--- src/rtl/result_trace_fifo.sv ---
// Result-bus trace FIFO: captures in_data while cap_en is high and drains it over valid/ready, counting drops when full.
// Latency 1 cycle from capture to out_valid; optional STOP_ON_FULL halt; define TRACE_DEDUP_EN to suppress repeated values.
module result_trace_fifo #(
  parameter int WIDTH        = 32,
  parameter int DEPTH        = 16,
  parameter int CNT_W        = 16,
  parameter int STOP_ON_FULL = 0
) (
  input  logic                     clk,
  input  logic                     rst,
  input  logic                     clr,
  input  logic                     cap_en,
  input  logic [WIDTH-1:0]         in_data,
  output logic                     out_valid,
  input  logic                     out_ready,
  output logic [WIDTH-1:0]         out_data,
  output logic [$clog2(DEPTH):0]   count,
  output logic                     full,
  output logic                     empty,
  output logic                     done,
  output logic [CNT_W-1:0]         overflow_cnt
);

  localparam int AW = $clog2(DEPTH);
  localparam int CW = AW + 1;

  typedef enum logic [1:0] {IDLE, CAPTURE, HALTED} state_t;

  state_t           state;
  logic [WIDTH-1:0] mem [DEPTH];
  logic [AW-1:0]    rd_ptr;
  logic [AW-1:0]    wr_ptr;
  logic [CW-1:0]    cnt;
  logic [CW-1:0]    cnt_nxt;
  logic             dup;
  logic             push_req;
  logic             push;
  logic             pop;
  logic             drop;

`ifdef TRACE_DEDUP_EN
  logic [WIDTH-1:0] last_val;
  logic             last_vld;

  assign dup = last_vld && (in_data == last_val);

  // last_val tracks the last value actually stored, independent of pops
  always_ff @(posedge clk) begin
    if (rst || clr) begin
      last_val <= '0;
      last_vld <= 1'b0;
    end else if (push) begin
      last_val <= in_data;
      last_vld <= 1'b1;
    end
  end
`else
  assign dup = 1'b0;
`endif

  assign empty     = (cnt == '0);
  assign full      = (cnt == CW'(DEPTH));
  assign count     = cnt;
  assign out_valid = !empty;
  assign out_data  = empty ? '0 : mem[rd_ptr];
  assign done      = (state == HALTED);

  assign push_req = cap_en && (state != HALTED) && !dup;
  assign pop      = out_valid && out_ready;
  assign push     = push_req && (!full || pop);
  assign drop     = push_req && full && !pop && (STOP_ON_FULL == 0);

  always_comb begin
    cnt_nxt = cnt;
    if (push && !pop)
      cnt_nxt = cnt + CW'(1);
    else if (pop && !push)
      cnt_nxt = cnt - CW'(1);
  end

  always_ff @(posedge clk) begin
    if (push)
      mem[wr_ptr] <= in_data;
  end

  always_ff @(posedge clk) begin
    if (rst || clr) begin
      rd_ptr       <= '0;
      wr_ptr       <= '0;
      cnt          <= '0;
      overflow_cnt <= '0;
      state        <= IDLE;
    end else begin
      cnt <= cnt_nxt;
      if (push)
        wr_ptr <= wr_ptr + AW'(1);
      if (pop)
        rd_ptr <= rd_ptr + AW'(1);
      if (drop && (overflow_cnt != '1))
        overflow_cnt <= overflow_cnt + CNT_W'(1);

      if ((STOP_ON_FULL != 0) && push && (cnt_nxt == CW'(DEPTH))) begin
        state <= HALTED;
      end else begin
        case (state)
          IDLE:    if (cap_en) state <= CAPTURE;
          CAPTURE: if (!cap_en) state <= IDLE;
          default: state <= state;
        endcase
      end
    end
  end

endmodule

--- config.mk ---
export PLATFORM = sky130hd
export DESIGN_NAME = result_trace_fifo
export DESIGN_NICKNAME = d
export VERILOG_FILES = /design/src/rtl/result_trace_fifo.sv
export SDC_FILE = /design/constraint.sdc
export NUM_CORES = 1
export LEC_CHECK = 0
export ABC_AREA = 1
export CAP_MARGIN = 25
export CORE_UTILIZATION = 61
export DETAILED_ROUTE_END_ITERATION = 8
export GPL_TIMING_DRIVEN = 0
export PLACE_DENSITY = 0.81
export SYNTH_ARGS = -nofsm -noshare
export SYNTH_HDL_FRONTEND = slang
export SYNTH_SLANG_ARGS = --single-unit
--- constraint.sdc ---
create_clock -name clk -period 4.25 [get_ports clk]
set_input_delay 0.85 -clock clk [delete_from_list [all_inputs] [get_ports clk]]
set_output_delay 0.85 -clock clk [all_outputs]
set_load 0.005 [all_outputs]
==> results.md <==
* Status: finished clean
* Max Clock Freq at 245 MHz
* First-pass GRT wire length at ~94000 microns
* Distinct cells, synth at 32
* Critical Path Start Type: register
* Asr flop ratio synth at 0%
* IO Count at 94
* GRT Total Usage at 33.2%
* DRT Pass-1 Iters at 6
* Mapped Nets at ~2000
* Power Density at 447 nW/um^2
* Yosys warning total at 0
* Max-Cap Viols at 0
* Synth area leaders: edfxtp_1 (68%), nand2_1 (12%), nand3_1 (8.8%), dfxtp_1 (2.9%), buf_6 (1.2%)
* Input/output buffers at 92
* Critical Path RT at 3.40 ns
* Post-DRT Antenna Nets at 0
* Fin. max-slew vios at 0
* Max Clock Skew at 0.0170 ns
* Sequential area share after synthesis at a little under three quarters
* Maximum clock path buffer count at 3
* H-tree level count at 2
* CP Max Fanout at 10
* Mapped Cells at 1990
* Drt wl/cell at 23.1 microns
* Peak supply drop at 0.000453 V
* Max-slew headroom at between 20 and 30%
* CP Class: register to primary output
* DRC Markers at 0
* Final RePlAce weighted congestion at 0.862
* Worst setup EP type: primary output
* TritonCTS Buffers at 52
* DR vias/cell at 6.21
* Number of diodes at 0
* HP Class: register to register
* Layout overhead on the synthesized area at 16.9%
* Final HPWL DP at 40300 microns
* Placed inst area at 24800 sq um
* Avg Inst Size Synth at about 11 sq um
* Vias at 16700
* Vias in the first global route at 16600
* Post-synth top flop: edfxtp_1
* FF-to-FF setup slack at 1.46 ns
* Fin. Hold Viols at 0
* Unrepaired setup endpoints after global routing: false
* Final net count at 2236
* Mapped cell area at 22600 sq um
* Postcts setup bufs at 0
* DIE WIDTH at 195 microns
* Arrival time worst endpoint at between 3 and 4 ns
* Post_cts resized at 0
* CTS root buf: clkbuf_16
* Setup violators final at 0
* Fin crit share at 96.1%
* Final Instance Area at ~26000 sq um
* Die height at 195 microns
* Share of cells above drive strength 1 at 10.2%
* Worst hold margin at 0.507 ns
* Power Total at 0.0118 W
* Total global routing overflow at 0
* Row Count at 70
* Clk_lat worst skew at 0.58 ns
* Cts hold-fix bufs at 0
* Yosys reg bits at 545
* Die area at 37800 sq um
* Number of flops mapped to enable cells by yosys at 512
* Clk slew on worst S/H paths at 0.06 ns
* Placed Cells at 2602
* Largest net degree at the start of global routing at 17
* TritonCTS clock tree: done
* Clock Sink Count at roughly 550
* Worst slew pin tran at approximately 1.1 ns
* Most frequent cells in the layout: nand2_1 (719), edfxtp_1 (512), nand3_1 (396), clkdlybuf4s50_1 (92), buf_6 (63)
* Initial Util at 61.9%
* Pleak at 9.73 nW
* Synth top area share at 68.0%
* Core area at 36500 sq um
* Cell type with the largest total area after synthesis: edfxtp_1
* Commonest non-fill, non-tap cell in the layout: nand2_1
* Initial antenna violation count at 0
* Final WL at 62200 microns
* Tmin final at 4.09 ns
* Initial drt markers at around 2100
* Non-filler instance count after layout at 2694
-- logic make-up after synthesis --
family / Yosys count / synth area share [%]
simple gates: 1208 / 22.6
flops: 545 / 70.9
buf+inv: 158 / 4.11
compound gates: 56 / 1.24
xor+xnor: 11 / 0.426
fa+ha+maj: 11 / 0.642
other cells: 1 / 0.0166
-- power breakdown --
group	switching, W	internal (W)
Sequential	0.0000283	0.00592
Clock	0.00194	0.00252
Combinational	0.000892	0.000514
-- worst max-delay path, cell delays in order (launching register included) --
cell             delay (ns)
dfxtp_1                0.30
clkbuf_1               0.26
inv_1                  0.27
buf_1                  0.76
nand2_1                0.18
a21oi_1                0.31
clkdlybuf4s50_1        0.57
-- layer usage --
metal / up-vias / share of wire (%) / global-route usage (%)
li1: 7286 / - / -
met1: 7847 / 35 / 43.6
met2: 1342 / 47 / 53.2
met3: 254 / 13 / 6.70
met4: 0 / 5.0 / 16.7
met5: - / 0 / 0
-- path summary, 6_finish.rpt --
path,cells after the start,to,start
worst max-delay path,6,out_data[20],register
worst max register to register,7,mem[15][22]$_DFFE_PP_,count[0]$_SDFFE_PP0P_
worst min-delay path,2,register,rd_ptr[2]$_SDFFE_PP0N_
worst min register to register,2,register,rd_ptr[2]$_SDFFE_PP0N_
-- flip-flops by register name, indices dropped and copies added (netlist names), named ones only --
signal,cells
rd_ptr,4
overflow_cnt,16
wr_ptr,4
count,5
mem,512
-- area by class of cell --
class | count | area [sq um]
Multi-Input combinational cell | 1287 | 5720
Timing Repair Buffer | 144 | 1540
Inverter | 43 | 166
Sequential cell | 545 | 16000
Tap cell | 468 | 586
Buffer | 115 | 762
Clock buffer | 67 | 1380
Fill cell | 2304 | 10100
Clock inverter | 25 | 221
-- cells in the mapped netlist (all sizes together), types with 3 or more instances --
master	instances
nand2	722
ha	10
nand4	5
edfxtp	512
dfxtp	33
inv	43
a21oi	43
nor2	62
xnor2	3
nand3	397
buf	94
clkbuf	21
xor2	8
nor3	20
o21ai	13
-- per-stage QoR --
step | setup WS [ns] | utilization (%) | setup TNS [ns]
5_1_grt | 0.182 | 72.3 | 0
2_1_floorplan | 0.281 | - | 0
3_5_place_dp | 0.624 | 67.9 | 0
6_report | 0.165 | 72.3 | 0
3_3_place_gp | -2.96 | 66.0 | -1298.95
4_1_cts | 0.264 | 72.3 | 0
Power figures use the tool's default switching activity.
